===== src/rtl/twd_sched.sv =====
// Twiddle/butterfly stage scheduler: frames 16-sample blocks and strobes each stage.
// Define TWD_SCHED_ERR_EN to flag and resync on i_sof protocol errors.
module twd_sched #(
    parameter int BLK_PER_FRAME = 32,
    parameter int NUM_STG       = 3,
    parameter int STG_LAT       = 1
) (
    input  logic                                      clk,
    input  logic                                      rst,
    input  logic                                      i_valid,
    input  logic                                      i_sof,
    input  logic                                      i_hold,
    output logic                                      o_ready,
    output logic [NUM_STG-1:0]                        o_stg_valid,
    output logic [NUM_STG*$clog2(BLK_PER_FRAME)-1:0]  o_stg_cnt,
    output logic                                      o_sof,
    output logic                                      o_eof,
    output logic                                      o_busy,
    output logic                                      o_err
);
    localparam int CW    = $clog2(BLK_PER_FRAME);
    localparam int DEPTH = NUM_STG * STG_LAT;
    localparam int FW    = (DEPTH > 1) ? $clog2(DEPTH) : 1;
    localparam logic [CW-1:0] LAST = CW'(BLK_PER_FRAME - 1);

    typedef enum logic [1:0] {IDLE, RUN, FLUSH} state_t;

    state_t          r_state, w_state_nx;
    logic [CW-1:0]   r_fcnt, w_fcnt_nx, w_inc, w_idx;
    logic [FW-1:0]   r_fl, w_fl_nx;
    logic [DEPTH-1:0] r_sv;
    logic [CW-1:0]   r_sc [DEPTH];
    logic            w_acc, w_push;
`ifdef TWD_SCHED_ERR_EN
    logic            r_err, w_err_set;
`endif

    assign o_ready = ~i_hold;
    assign w_acc   = i_valid & ~i_hold;
    assign w_inc   = (r_fcnt == LAST) ? '0 : r_fcnt + CW'(1);

    always_comb begin
        w_state_nx = r_state;
        w_fcnt_nx  = r_fcnt;
        w_fl_nx    = r_fl;
        w_push     = 1'b0;
        w_idx      = r_fcnt;
`ifdef TWD_SCHED_ERR_EN
        w_err_set  = 1'b0;
`endif
        unique case (r_state)
            IDLE: begin
                if (w_acc && i_sof) begin
                    w_push     = 1'b1;
                    w_idx      = '0;
                    w_fcnt_nx  = CW'(1);
                    w_state_nx = RUN;
                end
`ifdef TWD_SCHED_ERR_EN
                else if (w_acc) w_err_set = 1'b1;
`endif
            end
            RUN: begin
                if (w_acc) begin
                    w_push    = 1'b1;
                    w_idx     = r_fcnt;
                    w_fcnt_nx = w_inc;
`ifdef TWD_SCHED_ERR_EN
                    if (i_sof && r_fcnt != '0) begin
                        w_err_set = 1'b1;
                        w_idx     = '0;
                        w_fcnt_nx = CW'(1);
                    end
`endif
                end else if (r_fcnt == '0) begin
                    // fcnt==0 in RUN only after a wrap: frame done, drain
                    w_state_nx = FLUSH;
                    w_fl_nx    = '0;
                end
            end
            FLUSH: begin
                if (w_acc && i_sof) begin
                    w_push     = 1'b1;
                    w_idx      = '0;
                    w_fcnt_nx  = CW'(1);
                    w_state_nx = RUN;
                end else begin
`ifdef TWD_SCHED_ERR_EN
                    if (w_acc) w_err_set = 1'b1;
`endif
                    if (r_fl == FW'(DEPTH - 1)) w_state_nx = IDLE;
                    else w_fl_nx = r_fl + FW'(1);
                end
            end
            default: w_state_nx = IDLE;
        endcase
    end

    always_ff @(posedge clk or posedge rst) begin
        if (rst) begin
            r_state <= IDLE;
            r_fcnt  <= '0;
            r_fl    <= '0;
        end else if (!i_hold) begin
            r_state <= w_state_nx;
            r_fcnt  <= w_fcnt_nx;
            r_fl    <= w_fl_nx;
        end
    end

    always_ff @(posedge clk or posedge rst) begin
        if (rst) begin
            r_sv <= '0;
            for (int i = 0; i < DEPTH; i++) r_sc[i] <= '0;
        end else if (!i_hold) begin
            r_sv[0] <= w_push;
            r_sc[0] <= w_idx;
            for (int i = 1; i < DEPTH; i++) begin
                r_sv[i] <= r_sv[i-1];
                r_sc[i] <= r_sc[i-1];
            end
        end
    end

`ifdef TWD_SCHED_ERR_EN
    always_ff @(posedge clk or posedge rst) begin
        if (rst) r_err <= 1'b0;
        else if (!i_hold && w_err_set) r_err <= 1'b1;
    end
    assign o_err = r_err;
`else
    assign o_err = 1'b0;
`endif

    for (genvar k = 0; k < NUM_STG; k++) begin : g_stg
        assign o_stg_valid[k]          = r_sv[(k+1)*STG_LAT-1];
        assign o_stg_cnt[k*CW +: CW]   = r_sc[(k+1)*STG_LAT-1];
    end

    assign o_sof  = o_stg_valid[NUM_STG-1] &&
                    (o_stg_cnt[(NUM_STG-1)*CW +: CW] == '0);
    assign o_eof  = o_stg_valid[NUM_STG-1] &&
                    (o_stg_cnt[(NUM_STG-1)*CW +: CW] == LAST);
    assign o_busy = (r_state != IDLE);
endmodule

===== config.mk =====
export PLATFORM = sky130hd
export DESIGN_NAME = twd_sched
export DESIGN_NICKNAME = d
export VERILOG_FILES = /design/src/rtl/twd_sched.sv
export SDC_FILE = /design/constraint.sdc
export NUM_CORES = 1
export LEC_CHECK = 0
export CAP_MARGIN = 0
export CORE_UTILIZATION = 49
export CTS_CLUSTER_SIZE = 30
export DETAILED_ROUTE_END_ITERATION = 10
export GPL_ROUTABILITY_DRIVEN = 0
export HOLD_SLACK_MARGIN = 0.08
export PLACE_DENSITY = 0.88
export SLEW_MARGIN = 5
export SYNTH_ARGS = -nofsm -noshare
export SYNTH_HDL_FRONTEND = slang
export SYNTH_SLANG_ARGS = --single-unit

===== constraint.sdc =====
create_clock -name clk -period 2.05 [get_ports clk]
set_input_delay 0.41 -clock clk [delete_from_list [all_inputs] [get_ports clk]]
set_output_delay 0.41 -clock clk [all_outputs]
set_load 0.03 [all_outputs]

After elaboration in Yosys (flattened, before gate mapping)
Index checks and enable logic that the tools add are counted.
{ "totals": {"regBits": 27, "out_inout_bits": 23, "elab_cells": 57} }
{ "classes": {"n_addsub": 2, "n_eq_ne": 13, "mux": 20, "bitwise_logic": 2, "reduce_logical": 13} }
{ "ops": {"columns": ["cell", "count"], "rows": [
  ["$mux 5", 5],
  ["$mux 2", 9],
  ["$ne 2x2->1 const B", 6],
  ["$eq 5x5->1 const B", 2],
  ["$logic_not 5->1", 2],
  ["$pmux 5 s2", 1],
  ["$pmux 2 s3", 1],
  ["$reduce_and 6->1", 1],
  ["$reduce_bool 2->1", 3],
  ["$add 5x1->5 const B", 1],
  ["$reduce_and 5->1", 1],
  ["$eq 2x2->1 const B", 2],
  ["$pmux 2 s2", 1],
  ["$reduce_and 4->1", 1],
  ["$logic_and 1x1->1", 3],
  ["$ne 3x3->1 const B", 1],
  ["$add 2x1->2 const B", 1],
  ["$eq 2x1->1 const B", 1],
  ["$logic_not 2->1", 1],
  ["$mux 1", 2],
  ["$ne 2x1->1 const B", 1],
  ["$pmux 1 s2", 1],
  ["$reduce_or 2->1", 1],
  ["$and 1x1->1", 1],
  ["$not 1->1", 1]
]} }

Logic depth before layout (Yosys ltp)
{ "depth": {"word_depth": 5, "mapped_depth": 7, "depth_no_buf": 7} }

Least setup slack after synthesis
OpenSTA, ideal clock, no wires.
{ "synth_path": {"path_type": "reg2out", "from": "register r_sc (netlist bit o_stg_cnt[10])", "to": "output port o_sof", "t_arrival_ps": 1692, "path_slack_ps": -52, "stages_incl_launch_ff": 3, "n_path_buf": 0, "path_cell_list": "dfrtp_1 -> or4b_1 -> nor3_1"} }
{ "synth_between": {"elab_chain_len": 2} }
{ "synth_lines": {"columns": ["element", "line_no", "source"], "rows": [
  ["start: declaration", "32", "logic [CW-1:0] r_sc [DEPTH];"],
  ["start signal: indexed assignment", "120", "r_sc[i] <= r_sc[i-1];"],
  ["$logic_not 5->1", "141", "(o_stg_cnt[(NUM_STG-1)*CW +: CW] == '0);"],
  ["$logic_and 1x1->1", "140", "assign o_sof = o_stg_valid[NUM_STG-1] &&"],
  ["end: declaration", "16", "output logic o_sof,"]
]} }
No other way between the ends.

Worst setup path in the final report
{ "layout_path": {"from": "register r_sc (netlist bit o_stg_cnt[11])", "to": "output port o_sof"} }
The elaborated chain is that of the path after synthesis.

==> run_results.csv <==
group,metric,value,unit
outcome,status,"finished, final reports clean",
global_routing,grt_max_degree,28,
timing,min_period,1.98,ns
routing,drc_errors,0,
worst_setup_path,critPathMaxFanout,3,
worst_setup_path,cpLargestDelayFamily,"simple AND/OR/NAND/NOR gates",
die,placementRows,18,
timing,worst_pin_slew,0.548,ns
clock_network,clk_latency,0.31,ns
worst_setup_path,path_cells,"or4b_4 > nor3_2 > buf_4",
worst_setup_path,cp.arrival,1.57,ns
clock_network,htreeDepth,1,
flow_run,max_cap_violations,0,
routing,post_drt_wl_per_cell,14.6,µm
final_layout,fill_cells,211,
yosys,synth_cell_types,34,
clock_network,cts_buffers,3,
routing,drt-total-wl,2430,µm
final_layout,layout-drive-gt1-share,0.263,
final_layout,multi_input_area,542,µm²
clock_network,clockBufferDepth,2,
clock_network,root_buffer,"clkbuf_4",
worst_setup_path,path_depth,3,
final_layout,finish.net_count,147,
clock_network,cts_hold_buf,0,
die,initial_core_util,0.515,
worst_setup_path,critPathSlowestCell,"or4b_4",
die,ioPinCount,28,
yosys,synth_edf_count,0,
worst_hold_path,hold_class,"input pin to asynchronous set/reset pin",
yosys,syn_inst,105,
die,die_w,52.8,µm
pwr,power_density,1370,nW/µm²
timing,slew_headroom,0.633,
clock_network,cts_tree,"done",
global_routing,grt_pass1_vias,889,
worst_setup_path,slowest_delay,0.52,ns
global_routing,grt-ovfl-total,0,
yosys,ys_ff_latch,27,
clock_network,path_clk_slew,0.14,ns
die,die-area,2790,µm²
pwr,max-vdd-ir-drop,0.839,mV
timing,drv_slew,0,
final_layout,syn_to_final_growth,28.1,%
die,die_h,52.8,µm
global_routing,grt_pass1_wl,3950,µm
worst_setup_path,r2r_cells,6,
timing,finalCritPeriodShare,0.965,
global_routing,gr-usage-all-layers,0.199,
timing,fin_tns_setup,0,ns
global_routing,antenna_found_initial,0,
yosys,synth_area,1260,µm²
timing,setup_viol,0,
place,hpwl,1810,µm
timing,hold_viol_final,0,
worst_setup_path,rrSetupSlack,0.39,ns
worst_setup_path,cp-start-kind,"flop",
worst_setup_path,worst-endpoint-required,1.64,ns
worst_setup_path,critPathKind,"flop to primary output",
final_layout,ff_latch_area,676,µm²
worst_setup_path,crit_buf_inv,1,
worst_setup_path,critPathCaptureType,"primary output",
yosys,ys.flop_type,"dfrtp_1",
final_layout,diodes,0,
yosys,ys_async_sr_fraction,1.00,
routing,ant_nets,0,
timing,rsz0062_at_grt,"no",
place,io_buffer_count,26,
yosys,ys_seq_area_frac,0.535,
yosys,avgSynthCellArea,12.0,µm²
routing,via_count,927,
timing,max_clock_freq,0.506,GHz
yosys,syn-num-nets,114,
die,core,2450,µm²
yosys,yosys_warnings,0,
routing,drtIter0Drc,14,
timing,hold_slack,0.432,ns
timing,finalClockSkew,0.00880,ns
routing,dr.pass1.iters,6,
pwr,p_leak,0.785,nW
routing,vias_per_cell,5.55,
clock_network,cts.sinks,27,
-- layout make-up --
class                   count  area share
inverters                   7      0.0162
clock inverters             1     0.00309
clock buffers               3      0.0139
flip-flops and latches     27       0.417
repair buffers             32       0.192
well taps                  30      0.0232
multi-input cells          67       0.335
-- through the flow --
stage	setup WS [ns]	cell area, µm²	instances	utilization	power [W]
final	0.0725	1620	167	0.660	0.00222
after detailed placement	0.0479	1570	161	0.638	0.00199
after floorplan	0.187	1270	105	-	0.00157
after global placement	0.0565	1570	161	0.638	0.00194
after CTS	0.000876	1590	165	0.649	0.00221
after global routing	0.00383	1620	167	0.660	0.00237
-- where the power goes --
| part | internal, W | leakage [nW] | switching, W |
|---|---|---|---|
| Clock | 0.0000729 | 0.0177 | 0.000148 |
| Combinational | 0.000528 | 0.432 | 0.000571 |
| Sequential | 0.000721 | 0.335 | 0.000181 |
| Total | 0.00132 | 0.785 | 0.000899 |
-- routing by layer --
| metal | share of wire | vias to the layer above | global-route usage |
|---|---|---|---|
| met2 | 0.54 | 26 | 0.348 |
| met5 | 0 | - | 0 |
| met3 | 0.040 | 2 | 0.0261 |
| met4 | 0.0049 | 0 | 0.0658 |
| li1 | - | 442 | - |
| met1 | 0.41 | 457 | 0.252 |
-- Yosys cell counts, types with 2 or more instances --
| library cell | count | area share |
|---|---|---|
| a22o_2 | 2 | 0.016 |
| buf_2 | 2 | 0.0079 |
| a21oi_1 | 2 | 0.0079 |
| o21ai_0 | 6 | 0.024 |
| dfrtp_1 | 27 | 0.53 |
| nor2_1 | 3 | 0.0089 |
| nand2_1 | 6 | 0.018 |
| mux2_2 | 12 | 0.11 |
| nand3_1 | 5 | 0.020 |
| inv_1 | 7 | 0.021 |
| a31oi_1 | 2 | 0.0099 |
| a22o_1 | 6 | 0.042 |
| ha_1 | 4 | 0.040 |
-- flip-flops by register name, indices dropped and copies added, names as in the netlist --
signal	cells
r_fl	2
r_fcnt	5
r_state	2
o_stg_valid	3
o_stg_cnt	15
-- what timing repair did --
| item | 4_1_cts | 5_1_grt |
|---|---|---|
| buffers inserted | 0 | 2 |
| setup endpoints to repair | 0 | 4 |
| gates resized for setup | 0 | 4 |
-- worst min-delay path: cells and delay by family --
kind / cells / cell delay (ns)
buf+inv: 3 / 0.74
-- cells in the final DEF, fill, tap and decap left out --
master | synthesis | final
o21ai_2 | 1 | 1
or4b_4 | 0 | 1
clkbuf_4 | 0 | 3
nor2_1 | 3 | 3
a211oi_1 | 1 | 1
a21oi_1 | 2 | 2
o211ai_2 | 1 | 1
dlymetal6s2s_1 | 0 | 3
nor2b_4 | 1 | 1
nor3_2 | 0 | 1
nor4_1 | 1 | 1
a21o_2 | 1 | 1
a32o_2 | 1 | 1
conb_1 | 1 | 1
a22o_1 | 6 | 6
mux2_2 | 12 | 12
and3_1 | 1 | 1
ha_1 | 4 | 4
inv_1 | 7 | 7
and2b_1 | 1 | 1
buf_4 | 1 | 7
o21ai_0 | 6 | 6
nor3b_2 | 1 | 1
mux2i_1 | 1 | 1
and2b_2 | 1 | 1
clkinv_2 | 0 | 1
or2_2 | 1 | 1
clkdlybuf4s50_1 | 0 | 22
nand4_1 | 1 | 1
nand3_1 | 5 | 5
dfrtp_1 | 27 | 27
a22o_2 | 2 | 2
nand2_1 | 6 | 6
a21o_1 | 1 | 1
a31oi_1 | 2 | 2
and3_4 | 1 | 1
-- path summary, 6_finish.rpt --
path / to / start
setup / recovery: o_sof / o_stg_cnt[11]
hold / removal: o_stg_cnt[7] / rst
setup reg to reg: r_fcnt[4] / r_fcnt[0]
hold reg to reg: r_fl[0] / r_fl[0]
max in group asynchronous: o_stg_cnt[4] / rst
min in group clk: r_fl[0] / r_fl[0]
-- kinds of logic after synthesis --
family | Yosys count | share of synthesized area
buffers and inverters | 11 | 0.0436
adders and majority gates | 4 | 0.0396
AOI/OAI and AO/OA | 24 | 0.144
DFF | 27 | 0.535
muxes | 13 | 0.115
and+or+nand+nor | 25 | 0.121
other | 1 | 0.00297
(Power assumes the default switching activity.)
